==> src/rtl/fifo_word_packer_pkg.sv <==
// Shared constants and state encoding for the FIFO word packer.
package fifo_word_packer_pkg;

  localparam int DEF_DATA_WIDTH = 4;
  localparam int DEF_PACK_COUNT = 4;

  typedef enum logic [1:0] {
    FILL  = 2'd0,
    DRAIN = 2'd1,
    HOLD  = 2'd2
  } state_t;

endpackage

==> src/rtl/fifo_word_packer.sv <==
// Pops entries from a synchronous FIFO and packs PACK_COUNT of them into one
// wide word on a valid/ready port; flush emits a partial word early.
module fifo_word_packer
  import fifo_word_packer_pkg::*;
#(
  parameter  int DATA_WIDTH = DEF_DATA_WIDTH,
  parameter  int PACK_COUNT = DEF_PACK_COUNT,
  localparam int OUT_WIDTH  = DATA_WIDTH * PACK_COUNT,
  localparam int CNT_W      = $clog2(PACK_COUNT + 1)
) (
  input  logic                  clk,
  input  logic                  rst,
  input  logic                  fifo_empty,
  output logic                  fifo_r_en,
  input  logic [DATA_WIDTH-1:0] fifo_rdata,
  input  logic                  flush,
  output logic                  out_valid,
  input  logic                  out_ready,
  output logic [OUT_WIDTH-1:0]  out_data,
  output logic [CNT_W-1:0]      out_count
);

  localparam logic [CNT_W:0]   FULL_SUM = (CNT_W + 1)'(PACK_COUNT);
  localparam logic [CNT_W-1:0] LAST     = CNT_W'(PACK_COUNT - 1);

  state_t           state;
  state_t           state_nxt;
  logic [CNT_W-1:0] fill;
  logic             pending;
  logic             flush_req;
  logic [CNT_W:0]   occupancy;
  logic             word_done;
  logic             handshake;
  logic             flush_hit;

  // Lanes already written plus the read still in flight; never exceeds PACK_COUNT.
  assign occupancy = {1'b0, fill} + {{CNT_W{1'b0}}, pending};
  assign word_done = pending && (fill == LAST);
  assign handshake = (state == HOLD) && out_ready;
  // A flush only matters once something is captured or on its way.
  assign flush_hit = (flush || flush_req) && (occupancy != '0);

  assign fifo_r_en = rst && !fifo_empty && (state == FILL) && !flush_req &&
                     (occupancy < FULL_SUM);
  assign out_valid = (state == HOLD);
  assign out_count = (state == HOLD) ? fill : '0;

  // State register.
  always_ff @(posedge clk) begin
    if (!rst) state <= FILL;
    else      state <= state_nxt;
  end

  // Next state: a flush with a read in flight detours through DRAIN so the
  // last entry lands before the word is presented.
  always_comb begin
    state_nxt = state;
    case (state)
      FILL: begin
        if (word_done)      state_nxt = HOLD;
        else if (flush_hit) state_nxt = (pending || fifo_r_en) ? DRAIN : HOLD;
      end
      DRAIN:   state_nxt = HOLD;
      HOLD:    if (out_ready) state_nxt = FILL;
      default: state_nxt = FILL;
    endcase
  end

  // Fill counter, in-flight read flag and latched flush request.
  always_ff @(posedge clk) begin
    if (!rst) begin
      fill      <= '0;
      pending   <= 1'b0;
      flush_req <= 1'b0;
    end else begin
      pending <= fifo_r_en;
      if (handshake) begin
        fill      <= '0;
        flush_req <= 1'b0;
      end else begin
        if (pending) fill <= fill + CNT_W'(1);
        if ((state == FILL) && flush && (occupancy != '0) && !word_done)
          flush_req <= 1'b1;
      end
    end
  end

  // Lane bank: each lane captures when it is the next slot to fill and is
  // cleared after the word is taken, so unused lanes always read as zero.
  for (genvar i = 0; i < PACK_COUNT; i++) begin : g_lane
    logic [DATA_WIDTH-1:0] lane;

    // Per-lane capture/clear register.
    always_ff @(posedge clk) begin
      if (!rst || handshake)                    lane <= '0;
      else if (pending && (fill == CNT_W'(i)))  lane <= fifo_rdata;
    end

    assign out_data[i*DATA_WIDTH +: DATA_WIDTH] = lane;
  end

endmodule

==> config.mk <==
export PLATFORM = sky130hd
export DESIGN_NAME = fifo_word_packer
export DESIGN_NICKNAME = d
export VERILOG_FILES = /design/src/rtl/fifo_word_packer_pkg.sv /design/src/rtl/fifo_word_packer.sv
export SDC_FILE = /design/constraint.sdc
export NUM_CORES = 1
export LEC_CHECK = 0
export BUFFER_PORTS_ARGS = -buffer_cell sky130_fd_sc_hd__buf_2
export CORE_AREA = 2 2 52 54
export DETAILED_ROUTE_END_ITERATION = 8
export DIE_AREA = 0 0 54 56
export PLACE_DENSITY = 0.68
export SETUP_SLACK_MARGIN = 0.05
export SLEW_MARGIN = 30
export SYNTH_ARGS = -nofsm -noshare
export SYNTH_HDL_FRONTEND = slang
export SYNTH_SLANG_ARGS = --single-unit
==> constraint.sdc <==
create_clock -name clk -period 1.51 [get_ports clk]
set_input_delay 0.302 -clock clk [delete_from_list [all_inputs] [get_ports clk]]
set_output_delay 0.302 -clock clk [all_outputs]
set_load 0.1 [all_outputs]
# == After elaboration in Yosys (flattened, before gate mapping) ==
# Cells that the tools add are included.
# classes
addsub,2
mul,0
div,0
magnitude_cmp,1
eq_ne,7
shift,0
n_mux,6
n_bitwise,1
reduce_logical,25
# ops
operator,count
logical AND 1 bit,13
two-way mux 2 bit,4
"== test 3 x 2 -> 1 bit, second input constant",2
one-hot mux 2 bit (3 select lines),1
adder 3 x 1 -> 4 bit,1
logical NOT 1 bit,4
"< comparator 4 x 3 -> 1 bit, second input constant",1
nonzero test 4 bit,1
"adder 3 x 1 -> 3 bit, second input constant",1
"== test 3 x 1 -> 1 bit, second input constant",1
logical NOT 3 bit,1
logical OR 1 bit,3
two-way mux 3 bit,1
"!= test 3 bit, second input constant",1
"== test 2 x 1 -> 1 bit, second input constant",1
"== test 2 bit, second input constant",1
logical NOT 2 bit,1
"!= test 2 x 1 -> 1 bit, second input constant",1
AND reduction 2 bit,1
OR reduction 2 bit,1
NOT 1 bit,1
# totals
reg_bits,23
latch_bits,0
mem_bits_rw,0
rom_bits,0
inputBits,9
output_inout_bits,21
word_cells,50
mem_count,0

# == Longest topological paths before layout ==
# logic_depth
ltp_word,10
mapped_depth,7

# == Worst setup path after synthesis ==
# OpenSTA, ideal clock, no wires.
# synth_timing
path_kind,register -> output
from,reg fill[0]
to,out fifo_r_en
arrival_time_ns,4.001
t_required_ns,1.208
slack_ns,-2.793
path_stages_with_launch,6
path_buffers,0
cell_sequence,dfxtp_1 > ha_1 > ha_1 > a21boi_0 > a21oi_1 > nor4_1
# synth_via
elab_chain_cells,3
# synth_lines
element,line_no,source
from (decl),fifo_word_packer.sv:28,logic [CNT_W-1:0] fill;
from (signal assigned),fifo_word_packer.sv:81,if (pending) fill <= fill + CNT_W'(1);
adder 3 x 1 -> 4 bit,fifo_word_packer.sv:37,"assign occupancy = {1'b0, fill} + {{CNT_W{1'b0}}, pending};"
< comparator 4 x 3 -> 1 bit,fifo_word_packer.sv:44,(occupancy < FULL_SUM);
logical AND 1 bit,fifo_word_packer.sv:43,assign fifo_r_en = rst && !fifo_empty && (state == FILL) && !flush_req &&
to (decl),fifo_word_packer.sv:14,"output logic fifo_r_en,"
# No other way between the ends.

# == Worst setup path after layout ==
# layout_timing
from,reg pending
to,out fifo_r_en
# layout_via
elab_chain_cells,3
# layout_lines
element,line_no,source
from (decl),fifo_word_packer.sv:29,logic pending;
from (signal assigned),fifo_word_packer.sv:76,pending <= fifo_r_en;
adder 3 x 1 -> 4 bit,fifo_word_packer.sv:37,
< comparator 4 x 3 -> 1 bit,fifo_word_packer.sv:44,
logical AND 1 bit,fifo_word_packer.sv:43,
# No other way between the ends.

==> results.yml <==
outcome:
  status: "complete, but fails checks"
  violations: "negative setup slack"
timing:
  worstMarginPinSlew_ns: 0.488
  hold_violations: 0
  fin_skew_ns: 0.00825
  rsz0062_at_grt: "yes"
  period_needed_ns: 1.97
  slew_headroom_pct: 67.7
  setup_viol: 8
  fin_crit_sh_pct: 131
  fin_setup_tns_ns: -1.28
  final.setup.worst_slack_ns: -0.464
  drv_slew: 0
  fmax_mhz: 507
critical_path:
  r2r_setup_slack_ns: -0.15
  critPathLaunchType: "flop"
  critPathArrivalTime_ns: 1.67
  crit_path_end: "fifo_r_en"
  worstSetupPathType: "flop to output port"
  cp-startpoint: "pending"
  cp-end-kind: "output port"
  reg2reg_depth: 4
  reg2reg_from: "state[0]"
  regToRegEndpoint: "state[0]"
  critPathRequiredTime_ns: 1.21
  crit_fanout: 3
floorplanning:
  core_area_um2: 2430
  rows: 18
  start_util_pct: 43.2
  fp.dieH_um: 56
  die_area_um2: 3020
  io_pins: 30
  die_w_um: 54
flow_run:
  drv_cap: 0
cells_and_area:
  drive_above_1_share_pct: 44.0
  fillers: 197
  multi_input_area_um2: 702
  seq_area_um2: 472
  syn_to_final_growth_pct: 52.1
  nNetsFinal: 185
  antenna_cells: 0
  final_util_pct: 65.6
clock_tree:
  postCtsHoldBufs: 0
  clockBufferDepth: 2
  root_buffer: "clkbuf_4"
  clock_sinks: 23
  tritoncts: "built"
  insertion_delay_ns: 0.31
  htree_levels: 1
  numCtsBuffers: 3
  clkTransAtPathRegs_ns: 0.12
synthesis:
  ys_types: 25
  synth_top_area_share_pct: 43.9
  yosysWarnings: 0
  synth.avg_cell_area_um2: 8.27
  syn_nets: 143
  synth-seq-cells: 23
  postSynthCellCount: 127
  yosys-top-cells-area: "dfxtp_1 (44%), a21oi_1 (9.1%), ha_1 (8.3%)"
  ys_seq_area_share_pct: 43.9
  netlist_area_um2: 1050
  yosys.area.top_type: "dfxtp_1"
placed_design:
  dp.final_hpwl_um: 1760
  place_congestion: 0.781
  portBuffers: 29
pwr:
  vdd_drop_max_uv: 1360
  power_density_nw_per_um2: 1430
  power_leakage_uw: 0.000634
grt:
  grt_pass1_vias: 877
  grt_pass1_wl_um: 3760
  grt.total_usage_pct: 16.4
  overflow: 0
  antenna_found_initial: 0
  grt_max_degree: 21
drt:
  first_iter_violations: 10
  wl_per_cell_um: 13.1
  drc: 0
  dr.pass1.iters: 4
  wirelength_um: 2600
  ant_nets: 0
  routed_via_density: 5.21
  num_vias: 1032
min_path:
  hp-class: "input pin to flop"
==> worst min path at each step <==
stage                      startpoint                end  slack [ns]  cells after the start
finish                     fifo_empty            pending        0.20                      2
CTS                        fifo_empty            pending        0.21                      2
floorplan                  fifo_empty            pending        0.37                      1
global route               fifo_empty            pending        0.19                      2
global placement    g_lane[1].lane[2]  g_lane[1].lane[2]        0.44                      2
detailed placement  g_lane[3].lane[3]  g_lane[3].lane[3]        0.45                      2
==> final cells by class <==
| cell class | count | share of cell area (%) |
|---|---|---|
| well taps | 30 | 2.35 |
| multi-input cells | 92 | 44.0 |
| repair buffers | 42 | 20.8 |
| inverters | 7 | 1.65 |
| flip-flops and latches | 23 | 29.5 |
| clock buffers | 4 | 1.65 |
==> state kept, by name (all words and copies together) (netlist names) <==
| signal | count |
|---|---|
| flush_req | 1 |
| pending | 1 |
| fill | 3 |
| state | 2 |
| g_lane.lane | 16 |
==> power breakdown <==
group	switching [uW]	total (uW)	internal [uW]	leakage [uW]
Combinational	751	1240	486	0.000430
Sequential	74.9	758	684	0.000189
Clock	183	286	103	0.0000150
==> layer usage <==
metal / up-vias / wire length (um) / track usage [%]
met4: 0 / 36 / 6.43
li1: 522 / - / -
met5: - / 0 / 0
met1: 479 / 1220 / 21.9
met3: 5 / 107 / 3.23
met2: 26 / 1240 / 25.3
==> cell usage after synthesis <==
cell type,n
or3b_4,1
a31oi_1,1
and2_1,3
o41ai_1,1
inv_1,7
nor4_1,2
or4_4,1
nor3b_1,1
ha_1,7
a211oi_1,2
nor3b_2,1
o311ai_0,1
a21oi_1,19
nand3_1,16
a21boi_0,1
dfxtp_1,23
o22ai_1,2
mux2i_1,1
o22ai_2,1
nor2_1,5
clkbuf_1,4
xnor2_1,1
nor2b_1,2
nand2_1,23
buf_1,1
==> stage by stage <==
stage	setup WS [ns]	total power [uW]	cell area [um^2]	hold WS [ns]	std cells
after floorplan	-0.787	1480	1140	0.371	127
after global placement	-0.197	1750	1430	0.442	190
after detailed placement	-0.223	1770	1430	0.448	190
after CTS	-0.468	2110	1480	0.205	195
after global routing	-0.534	2400	1600	0.192	198
final	-0.464	2280	1600	0.202	198
==> what timing repair did <==
action | in CTS | in global routing
buffers inserted | 1 | 5
setup endpoints to repair | 9 | 14
pin swaps | 4 | 5
gates resized for setup | 5 | 21
==> critical path: stages, from the launching register on <==
cell and delay (ns):
dfxtp_4 0.38, ha_4 0.15, ha_4 0.14, a21boi_4 0.21, a21oi_4 0.09, nor4_4 0.19
buf_12 0.21
==> cells by family (layout without fill, tap and decap cells) <==
| logic type | count (synthesis) | after routing | share of synthesized area, % |
|---|---|---|---|
| multiplexers | 1 | 1 | 0.954 |
| XOR/XNOR | 1 | 1 | 0.834 |
| adder cells (fa/ha/maj) | 7 | 7 | 8.34 |
| AND/OR/NAND/NOR | 55 | 55 | 25.9 |
| AO/OA/AOI/OAI | 28 | 28 | 15.9 |
| flip-flops | 23 | 23 | 43.9 |
| buffers and inverters | 12 | 53 | 4.29 |
==> layout by cell type, fill, tap and decap left out, types with 2 or more instances in the layout <==
master / instances
a21oi_1: 16
a21oi_2: 2
and2_4: 3
buf_12: 5
buf_2: 24
buf_4: 9
buf_6: 4
clkbuf_4: 3
dfxtp_1: 18
dfxtp_2: 3
dfxtp_4: 2
ha_1: 3
ha_4: 3
inv_1: 7
nand2_1: 22
nand3_1: 16
nor2_1: 3
nor2_2: 2
o22ai_1: 2
(Power assumes the default switching activity.)
